$ cat config.mk
export PLATFORM = sky130hd
export DESIGN_NAME = calc_seq_alu
export DESIGN_NICKNAME = d
export VERILOG_FILES = /design/src/rtl/calc_seq_alu.sv
export SDC_FILE = /design/constraint.sdc
export NUM_CORES = 1
export LEC_CHECK = 0
export ABC_AREA = 0
export CELL_PAD_IN_SITES_DETAIL_PLACEMENT = 2
export CELL_PAD_IN_SITES_GLOBAL_PLACEMENT = 2
export CORE_MARGIN = 4
export CORE_UTILIZATION = 39
export CTS_CLUSTER_DIAMETER = 80
export DETAILED_ROUTE_END_ITERATION = 8
export HOLD_SLACK_MARGIN = 0.15
export PLACE_DENSITY_LB_ADDON = 0.1
export SYNTH_ARGS = -nofsm -noshare
export SYNTH_HDL_FRONTEND = slang
export SYNTH_SLANG_ARGS = --single-unit
$ cat constraint.sdc
create_clock -name clk -period 5 [get_ports clk]
set_clock_uncertainty 0.2 [all_clocks]
set_input_delay 1 -clock clk [delete_from_list [all_inputs] [get_ports clk]]
set_output_delay 1 -clock clk [all_outputs]
set_load 0.005 [all_outputs]
$ cat src/rtl/calc_seq_alu.sv
// Sequential calculator ALU: single-cycle ADD/SUB/AND/XOR, iterative shift-add MUL
// and restoring DIV, with registered operand/result copies for a display front end.
module calc_seq_alu #(
  parameter int unsigned WIDTH = 16,
  parameter int unsigned MODE  = 1
) (
  input  logic             clk,
  input  logic             reset,
  input  logic             start,
  input  logic [WIDTH-1:0] op_a,
  input  logic [WIDTH-1:0] op_b,
  input  logic [1:0]       op_sel,
  output logic [WIDTH-1:0] A,
  output logic [WIDTH-1:0] B,
  output logic [WIDTH-1:0] C,
  output logic [1:0]       Operation,
  output logic             busy,
  output logic             done,
  output logic             ovf,
  output logic             dbz
);

  localparam int unsigned CW = $clog2(WIDTH + 1);
  localparam int unsigned PW = 2 * WIDTH;

  localparam logic [1:0] OP_SUB = 2'b00;
  localparam logic [1:0] OP_ADD = 2'b01;
  localparam logic [1:0] OP_MUL = 2'b10;
  localparam logic [1:0] OP_DIV = 2'b11;

  typedef enum logic [1:0] {
    S_IDLE = 2'd0,
    S_CALC = 2'd1,
    S_DONE = 2'd2
  } state_e;

  state_e           state_q, state_d;
  logic [WIDTH-1:0] a_q, a_d, b_q, b_d, c_q, c_d;
  logic [1:0]       op_q, op_d;
  logic             busy_q, busy_d, done_q, done_d;
  logic             ovf_q, ovf_d, dbz_q, dbz_d;
  logic [CW-1:0]    cnt_q, cnt_d;
  logic [PW-1:0]    prod_q, prod_d, mcand_q, mcand_d;
  logic [WIDTH-1:0] mplier_q, mplier_d;
  logic [WIDTH-1:0] rem_q, rem_d, quo_q, quo_d;

  logic [WIDTH:0]   add_full;
  logic [PW-1:0]    prod_nx;
  logic [WIDTH:0]   rem_sh;
  logic             div_ge;
  logic [WIDTH-1:0] rem_nx, quo_nx;

  // One shift-add multiply step and one restoring-division step per CALC cycle
  always_comb begin
    add_full = {1'b0, op_a} + {1'b0, op_b};
    prod_nx  = mplier_q[0] ? (prod_q + mcand_q) : prod_q;
    rem_sh   = {rem_q, quo_q[WIDTH-1]};
    div_ge   = (rem_sh >= {1'b0, b_q});
    rem_nx   = div_ge ? WIDTH'(rem_sh - {1'b0, b_q}) : rem_sh[WIDTH-1:0];
    quo_nx   = {quo_q[WIDTH-2:0], div_ge};
  end

  always_comb begin
    state_d  = state_q;
    a_d      = a_q;
    b_d      = b_q;
    c_d      = c_q;
    op_d     = op_q;
    done_d   = 1'b0;
    ovf_d    = ovf_q;
    dbz_d    = dbz_q;
    cnt_d    = cnt_q;
    prod_d   = prod_q;
    mcand_d  = mcand_q;
    mplier_d = mplier_q;
    rem_d    = rem_q;
    quo_d    = quo_q;

    unique case (state_q)
      S_IDLE: begin
        if (start) begin
          a_d   = op_a;
          b_d   = op_b;
          op_d  = op_sel;
          ovf_d = 1'b0;
          dbz_d = 1'b0;
          cnt_d = '0;
          unique case (op_sel)
            OP_ADD: begin
              c_d     = add_full[WIDTH-1:0];
              ovf_d   = add_full[WIDTH];
              state_d = S_DONE;
              done_d  = 1'b1;
            end
            OP_SUB: begin
              c_d     = op_a - op_b;
              ovf_d   = (op_a < op_b);
              state_d = S_DONE;
              done_d  = 1'b1;
            end
            OP_MUL: begin
              if (MODE == 1) begin
                prod_d   = '0;
                mcand_d  = PW'(op_a);
                mplier_d = op_b;
                state_d  = S_CALC;
              end else begin
                c_d     = op_a & op_b;
                state_d = S_DONE;
                done_d  = 1'b1;
              end
            end
            default: begin
              if (MODE == 1) begin
                if (op_b == '0) begin
                  // Divide by zero bypasses the iteration entirely
                  c_d     = '1;
                  dbz_d   = 1'b1;
                  state_d = S_DONE;
                  done_d  = 1'b1;
                end else begin
                  rem_d   = '0;
                  quo_d   = op_a;
                  state_d = S_CALC;
                end
              end else begin
                c_d     = op_a ^ op_b;
                state_d = S_DONE;
                done_d  = 1'b1;
              end
            end
          endcase
        end
      end

      S_CALC: begin
        cnt_d = cnt_q + CW'(1);
        if (op_q == OP_MUL) begin
          prod_d   = prod_nx;
          mcand_d  = mcand_q << 1;
          mplier_d = mplier_q >> 1;
        end else begin
          rem_d = rem_nx;
          quo_d = quo_nx;
        end
        // Only the final step is allowed to reach C
        if (cnt_q == CW'(WIDTH - 1)) begin
          state_d = S_DONE;
          done_d  = 1'b1;
          if (op_q == OP_MUL) begin
            c_d   = prod_nx[WIDTH-1:0];
            ovf_d = |prod_nx[PW-1:WIDTH];
          end else begin
            c_d = quo_nx;
          end
        end
      end

      S_DONE: begin
        state_d = S_IDLE;
      end

      default: begin
        state_d = S_IDLE;
      end
    endcase

    busy_d = (state_d != S_IDLE);
  end

  always_ff @(posedge clk or negedge reset) begin
    if (!reset) begin
      state_q  <= S_IDLE;
      a_q      <= '0;
      b_q      <= '0;
      c_q      <= '0;
      op_q     <= '0;
      busy_q   <= 1'b0;
      done_q   <= 1'b0;
      ovf_q    <= 1'b0;
      dbz_q    <= 1'b0;
      cnt_q    <= '0;
      prod_q   <= '0;
      mcand_q  <= '0;
      mplier_q <= '0;
      rem_q    <= '0;
      quo_q    <= '0;
    end else begin
      state_q  <= state_d;
      a_q      <= a_d;
      b_q      <= b_d;
      c_q      <= c_d;
      op_q     <= op_d;
      busy_q   <= busy_d;
      done_q   <= done_d;
      ovf_q    <= ovf_d;
      dbz_q    <= dbz_d;
      cnt_q    <= cnt_d;
      prod_q   <= prod_d;
      mcand_q  <= mcand_d;
      mplier_q <= mplier_d;
      rem_q    <= rem_d;
      quo_q    <= quo_d;
    end
  end

  assign A         = a_q;
  assign B         = b_q;
  assign C         = c_q;
  assign Operation = op_q;
  assign busy      = busy_q;
  assign done      = done_q;
  assign ovf       = ovf_q;
  assign dbz       = dbz_q;

endmodule

==> results of run 1 <==
routing by layer:
layer,vias up,global-route usage (%)
met5,-,0
met4,2,5.07
met3,38,4.27
met2,160,46.0
met1,5607,36.7
li1,5061,-
cell type report:
cell class              count  area (sq um)
flip-flops and latches    173          4330
clock buffers              18           439
repair buffers            112          1070
fillers                  3241         16100
multi-input cells        1065          6910
inverters                  64           240
well taps                 390           488
clock inverters            14           153
cells in the mapped netlist, types with 14 or more instances:
library cell / count / area share, %
sky130_fd_sc_hd__and3_1: 14 / 0.74
sky130_fd_sc_hd__nand3_1: 27 / 1.1
sky130_fd_sc_hd__a21oi_1: 104 / 4.4
sky130_fd_sc_hd__nand2_1: 205 / 6.5
sky130_fd_sc_hd__ha_1: 81 / 8.6
sky130_fd_sc_hd__xnor2_1: 27 / 2.0
sky130_fd_sc_hd__a31oi_1: 38 / 2.0
sky130_fd_sc_hd__nor2b_1: 18 / 0.96
sky130_fd_sc_hd__inv_1: 63 / 2.0
sky130_fd_sc_hd__clkbuf_1: 57 / 1.8
sky130_fd_sc_hd__dfrtp_1: 173 / 37
sky130_fd_sc_hd__a21o_1: 29 / 1.8
sky130_fd_sc_hd__a211oi_1: 18 / 1.1
sky130_fd_sc_hd__and2_1: 20 / 1.1
sky130_fd_sc_hd__nor2_1: 93 / 3.0
sky130_fd_sc_hd__o21ai_0: 120 / 5.1
sky130_fd_sc_hd__o31ai_1: 16 / 1.0
sky130_fd_sc_hd__mux2i_1: 23 / 2.0
sky130_fd_sc_hd__a22o_1: 30 / 2.2
cells by family (layout without fill, tap and decap cells):
kind of cell / Yosys count / after routing / synth area share, %
flops: 173 / 173 / 36.8
simple gates: 449 / 449 / 17.7
xor+xnor: 38 / 38 / 2.83
mux: 29 / 29 / 2.53
compound gates: 464 / 464 / 26.1
buf+inv: 142 / 208 / 4.75
fa+ha+maj: 85 / 85 / 9.29
worst min-delay path, cell delays in order, from the launching register on:
cell and delay, ns:
sky130_fd_sc_hd__dfrtp_1 0.34, sky130_fd_sc_hd__nand2_1 0.05, sky130_fd_sc_hd__nand2_1 0.05
state kept, by name (all words and copies together) (netlist names):
name	count
mcand_q	32
prod_q	32
A	16
B	16
C	16
mplier_q	16
quo_q	16
rem_q	16
cnt_q	5
Operation	2
state_q	2
busy	1
dbz	1
done	1
ovf	1
power by group through the flow:
stage          Sequential [mW]  Clock [mW]  Combinational, mW
4_1_cts                   2.40        1.43               4.75
6_report                  2.40        1.41               4.72
3_5_place_dp              2.42           0               4.69
3_3_place_gp              2.38           0               4.47
5_1_grt                   2.47        1.49               5.26
2_1_floorplan             2.27           0               3.06
through the flow:
| step | setup slack, ns | power (mW) | hold WS (ns) | instance area, sq um |
|---|---|---|---|---|
| after global routing | 0.690 | 9.23 | 0.327 | 13600 |
| after global placement | 0.588 | 6.86 | 0.258 | 13000 |
| final | 0.904 | 8.53 | 0.276 | 13600 |
| after CTS | 0.883 | 8.58 | 0.281 | 13600 |
| after floorplan | 1.63 | 5.33 | 0.264 | 11800 |
| after detailed placement | 0.431 | 7.10 | 0.266 | 13000 |
worst paths after layout:
check	from	to	slack [ns]	cells past startpoint
max	op_b[8]	ovf$_DFFE_PN0P_	0.90	12
min	A[4]$_DFFE_PN0P_	A[4]$_DFFE_PN0P_	0.28	2
max reg2reg	mcand_q[0]$_DFFE_PN0P_	ovf$_DFFE_PN0P_	0.90	11
min reg2reg	A[4]$_DFFE_PN0P_	A[4]$_DFFE_PN0P_	0.28	2
max in group asynchronous	reset	prod_q[17]$_DFFE_PN0P_	3.15	2
min in group asynchronous	reset	prod_q[6]$_DFFE_PN0P_	0.37	1
==> PnR_summary.wiki, run 1 <==
{| class="wikitable"
! Metric !! Value
|-
| Half-perimeter wire length of the detailed placement result || 32.9 mm
|-
| Combinational cell fraction of total power || 55.4%
|-
| Insertion delay of the later-clocked pin in the worst-skew pair || approximately 0.47 ns
|-
| Post-layout minimum cycle time || 4.10 ns
|-
| MaxCap Viol Count || 0
|-
| Mean number of vias per cell || 5.92
|-
| Number of buffers on the longest clock path || 2
|-
| P per Cell Area || 626 nW/um^2
|-
| Ant. Diodes || 0
|-
| Worst Path Required || 5.11 ns
|-
| Global-route wire length before repair || roughly 71 mm
|-
| Core ar. || 29700 sq um
|-
| Final setup viols || 0
|-
| Area of the die || between 30000 and 40000 sq um
|-
| Slew Limit Headroom || around 28%
|-
| Count of distinct cell types in the synthesized netlist || 86
|-
| TritonCTS Buffers || 17
|-
| Switching power summed over all nets || 3.99 mW
|-
| Worst slew pin tran || 1.05 ns
|-
| Clock-pin transition on the worst setup and hold timing paths || approximately 0.08 ns
|-
| Metal1 wirelength || ~20 mm
|-
| Setup repair after global routing missed its margin || false
|-
| H-tree depth reported by CTS || 4
|-
| Main synth FF type || sky130_fd_sc_hd__dfrtp_1
|-
| Share of the yosys chip area belonging to registers || between 30% and 40%
|-
| Post-Route WL || 43.9 mm
|-
| Crit-path max cell delay || 0.58 ns
|-
| Number of instances in the synthesized netlist || 1380
|-
| Maximum ir drop on the vdd rail || 0.000329 V
|-
| Number of storage elements in the synthesis netlist || 173
|-
| Routability congestion estimate from global placement || 0.895
|-
| Top Metal Used || met5
|-
| Clock tree root driver cell || sky130_fd_sc_hd__clkbuf_16
|-
| Yosys warning count || 0
|-
| Leakage power total || roughly 6.2 nW
|-
| Number of global-route vias before repair || roughly 12000
|-
| Layout-stage area growth over the synthesis result || 15.8%
|-
| Io pins || slightly above 90
|-
| Post-Synthesis Net Count || 1502
|-
| Violation count after the first detailed-route iteration || ~550
|-
| Commonest non-fill, non-tap cells in the layout || 205 x sky130_fd_sc_hd__nand2_1, 173 x sky130_fd_sc_hd__dfrtp_1, 119 x sky130_fd_sc_hd__o21ai_0, 104 x sky130_fd_sc_hd__a21oi_1, 91 x sky130_fd_sc_hd__nor2_1
|-
| Slew Viols, Final || 0
|-
| Maximum number of pins on one net before global-route repair || 91
|-
| Fraction of synthesis flops using an asynchronous set or reset pin || 100%
|-
| Final worst-path cycle share || 81.9%
|-
| Count of TritonRoute iterations in the first routing pass || 5
|-
| Worst-path fanout max || 9
|-
| FP Rows || 63
|-
| Hold-fix buffers at CTS || 0
|-
| Critical path, cell by cell || clkdlybuf4s50_1 -> inv_1 -> ha_1 -> nor2_1 -> a2111o_1 -> a21oi_1 -> nand2_1 -> o2111a_1 -> o31ai_1 -> nand4_1 -> nor4_1 -> a31oi_1
|-
| Wire length per cell after detailed routing || between 20 and 25 microns
|-
| Total global routing track utilization || 27.0%
|-
| CTS-repair resized insts || 0
|-
| Fraction of layout cells with a size suffix above 1 || 6.64%
|-
| Buffers and inverters on the worst path || 2
|-
| Die span in y || ~180 microns
|-
| Finished Layout Cells || around 1800
|-
| Type of the worst setup path || input pin to flop
|-
| Total met2 wirelength after detailed routing || 21.6 mm
|-
| Count of nets after finishing || 1555
|-
| Number of remaining DRC errors || 0
|-
| Outcome || finished clean
|-
| Leading cell type in the layout, fill and taps excluded || sky130_fd_sc_hd__nand2_1
|-
| Util after Layout || 45.9%
|-
| Synthesized area divided by synthesized cell count || about 8.5 sq um
|-
| Die Wd || between 150 and 200 microns
|-
| Data arrival at the endpoint of the critical path || 4.21 ns
|-
| Endpoint class of the critical path || flop
|-
| Initial core utilization || 39.6%
|-
| Category of the worst setup path launch point || input pin
|-
| Fmax achieved || 244 MHz
|-
| Post-synthesis cell area || 11800 sq um
|-
| Clock Power Share || 16.5%
|-
| Number of failing hold endpoints at the final stage || 0
|-
| Count of flip-flops with a built-in enable after synthesis || 0
|-
| Crit path max-delay cell type || sky130_fd_sc_hd__clkdlybuf4s50_1
|-
| Worst hold path class || flop to flop
|-
| Largest delay share family, worst path || compound AO/OA/AOI/OAI gates
|-
| Switching part of the total power || 46.7%
|-
| Sequential fraction of design power || 28.2%
|-
| Antenna violations before repair || 1
|-
| Count of vias placed by the detailed router || 10868
|-
| Cell-internal power || around 4.5 mW
|-
| Met3 WL post-DR || about 1.3 mm
|-
| Number of input and output port buffers inserted || 90
|-
| Total congestion overflow || 0
|-
| Placed Cells incl. Taps || approximately 1800
|-
| Final-layout setup total negative slack || 0 ns
|-
| TritonCTS clock tree || built
|-
| Number of nets with antenna violations after detailed routing || 0
|-
| Num Clock Sinks || roughly 170
|-
| Count of buffers added by post-CTS timing repair for setup || 0
|}
(Power assumes the default switching activity.)
==> inputs of run 2 (changes only) <==
CORE_UTILIZATION = 37   (was 39)
clock period = 4.2 ns   (was 5 ns; I/O delays follow)
==> PnR_summary.wiki, run 2 (synthesized netlist as in run 1, its figures left out) <==
{| class="wikitable"
! Metric !! Value
|-
| Wire length per cell after detailed routing || between 20 and 25 microns
|-
| Peak-usage layer in the global routing report || met2
|-
| Final Cell Area || 13900 sq um
|-
| MaxCap Viol Count || 0
|-
| Maximum ir drop on the vdd rail || 0.000386 V
|-
| Initial core utilization || around 37%
|-
| Count of nets after finishing || 1585
|-
| H-tree depth reported by CTS || 4
|-
| Clock tree root driver cell || sky130_fd_sc_hd__clkbuf_16
|-
| Number of nets with antenna violations after detailed routing || 0
|-
| Global-route wire length before repair || 70.7 mm
|-
| Die Wd || 186 microns
|-
| Slew Viols, Final || 0
|-
| TritonCTS clock tree || built
|-
| Post-layout minimum cycle time || 3.89 ns
|-
| FILL cells || between 3000 and 4000
|-
| Category of the worst setup path launch point || flop
|-
| Number of remaining DRC errors || 0
|-
| FP Rows || 65
|-
| Fraction of layout cells with a size suffix above 1 || about 8.5%
|-
| Setup repair after global routing missed its margin || false
|-
| Cell depth of the worst flop-to-flop path || 11
|-
| Insertion delay of the later-clocked pin in the worst-skew pair || 0.46 ns
|-
| Number of global-route vias before repair || 12047
|-
| Total global routing track utilization || between 20 and 30%
|-
| Count of buffers added by post-CTS timing repair for setup || 0
|-
| Number of buffers on the longest clock path || 2
|-
| Io pins || 91
|-
| TritonCTS Buffers || 17
|-
| Total congestion overflow || 0
|-
| Met1 GRT Util || about a third
|-
| Largest registers ranked by flip-flop count || mcand_q (32), prod_q (32)
|-
| Mean number of vias per cell || 5.84
|-
| Area of the die || around 35000 sq um
|-
| Global routing met2 resource utilization || between 40% and 50%
|-
| Endpoint class of the critical path || flop
|-
| Outcome || finished clean
|-
| Final setup viols || 0
|-
| Worst slack on hold paths || between 0.15 and 0.2 ns
|-
| Number of failing hold endpoints at the final stage || 0
|-
| Final worst-path cycle share || 92.7%
|-
| Half-perimeter wire length of the detailed placement result || 33.0 mm
|-
| Core ar. || 31500 sq um
|-
| P per Cell Area || 731 nW/um^2
|-
| Global-route met3 utilization || 3.42%
|-
| Count of vias placed by the detailed router || 10961
|-
| Commonest non-fill, non-tap cells in the layout || 205 x sky130_fd_sc_hd__nand2_1, 173 x sky130_fd_sc_hd__dfrtp_1, 119 x sky130_fd_sc_hd__o21ai_0, 104 x sky130_fd_sc_hd__a21oi_1, 91 x sky130_fd_sc_hd__nor2_1
|-
| Count of TritonRoute iterations in the first routing pass || 5
|-
| Post-place instance area || 13300 sq um
|-
| Number of input and output port buffers inserted || 90
|-
| Leading cell type in the layout, fill and taps excluded || sky130_fd_sc_hd__nand2_1
|-
| Worst Path Required || 4.32 ns
|-
| Ant. Diodes || 0
|-
| Data arrival at the endpoint of the critical path || 4.01 ns
|-
| Worst-path fanout max || 4
|-
| Worst slew pin tran || 0.739 ns
|-
| Type of the worst setup path || flop to flop
|-
| Maximum number of pins on one net before global-route repair || between 70 and 80
|-
| Routability congestion estimate from global placement || a little under 0.9
|-
| Die span in y || 186 microns
|-
| Post-Route WL || 44.1 mm
|-
| Violation count after the first detailed-route iteration || about 560
|-
| CTS-repair resized insts || 0
|-
| Fmax achieved || 257 MHz
|-
| Num Clock Sinks || between 150 and 200
|-
| Slew Limit Headroom || 49.5%
|-
| Worst hold path class || input pin to asynchronous set/reset pin
|-
| Hold-fix buffers at CTS || 0
|-
| Clock-pin transition on the worst setup and hold timing paths || 0.09 ns
|-
| Layout-stage area growth over the synthesis result || 18.1%
|-
| Antenna violations before repair || 1
|-
| Leakage power total || 6.38 nW
|}
==> run 2: power by group <==
part           internal, mW  leakage (nW)  switching, mW  total [mW]
clock                 0.805         0.286          0.864        1.67
combinational          2.29          3.92           3.35        5.65
sequential             2.32          2.18          0.522        2.84
==> run 2: critical path, stage by stage (launching register included) <==
cell	delay, ns
sky130_fd_sc_hd__dfrtp_1	0.43
sky130_fd_sc_hd__ha_1	0.28
sky130_fd_sc_hd__fa_1	0.47
sky130_fd_sc_hd__a211oi_2	0.31
sky130_fd_sc_hd__o211ai_2	0.21
sky130_fd_sc_hd__a31oi_4	0.27
sky130_fd_sc_hd__o21ai_1	0.15
sky130_fd_sc_hd__xor2_1	0.19
sky130_fd_sc_hd__o31ai_1	0.58
sky130_fd_sc_hd__nand4_1	0.17
sky130_fd_sc_hd__nor4_1	0.34
sky130_fd_sc_hd__a31oi_1	0.14
==> run 2: worst paths after layout <==
path,start,endpoint,slack [ns]
hold reg to reg,A[2]$_DFFE_PN0P_,A[2]$_DFFE_PN0P_,0.28
hold / removal,reset,mcand_q[7]$_DFFE_PN0P_,0.19
setup reg to reg,mcand_q[0]$_DFFE_PN0P_,ovf$_DFFE_PN0P_,0.31
setup / recovery,mcand_q[0]$_DFFE_PN0P_,ovf$_DFFE_PN0P_,0.31
max in group asynchronous,reset,A[10]$_DFFE_PN0P_,2.65
min in group clk,A[2]$_DFFE_PN0P_,A[2]$_DFFE_PN0P_,0.28
==> run 2: final cells by class <==
cell class	count	area (sq um)	area share [%]
sequential	173	4330	31.1
clock inverter	15	169	1.22
multi-input combinational	1065	6910	49.7
tap	402	503	3.62
inverter	64	240	1.73
clock buffer	17	425	3.06
timing repair buffer	142	1320	9.50
==> run 2: layer usage <==
| metal | up-vias | routed length (microns) | share of wire [%] |
|---|---|---|---|
| met2 | 166 | 22000 | 50 |
| met4 | 0 | 809 | 1.8 |
| met1 | 5652 | 20200 | 46 |
| li1 | 5104 | - | - |
| met3 | 39 | 1130 | 2.6 |
| met5 | - | 0 | 0 |
==> run 2: per-stage QoR <==
stage	TNS, ns	setup WS [ns]	util, %	total power [mW]	cells
floorplan	0	0.988	-	6.35	1380
global placement	0	0.0834	42.3	8.25	1846
detailed placement	-0.000531	-0.000531	42.3	8.51	1846
CTS	0	0.374	44.2	10.3	1878
global route	0	0.177	44.2	11.0	1878
finish	0	0.305	44.2	10.2	1878
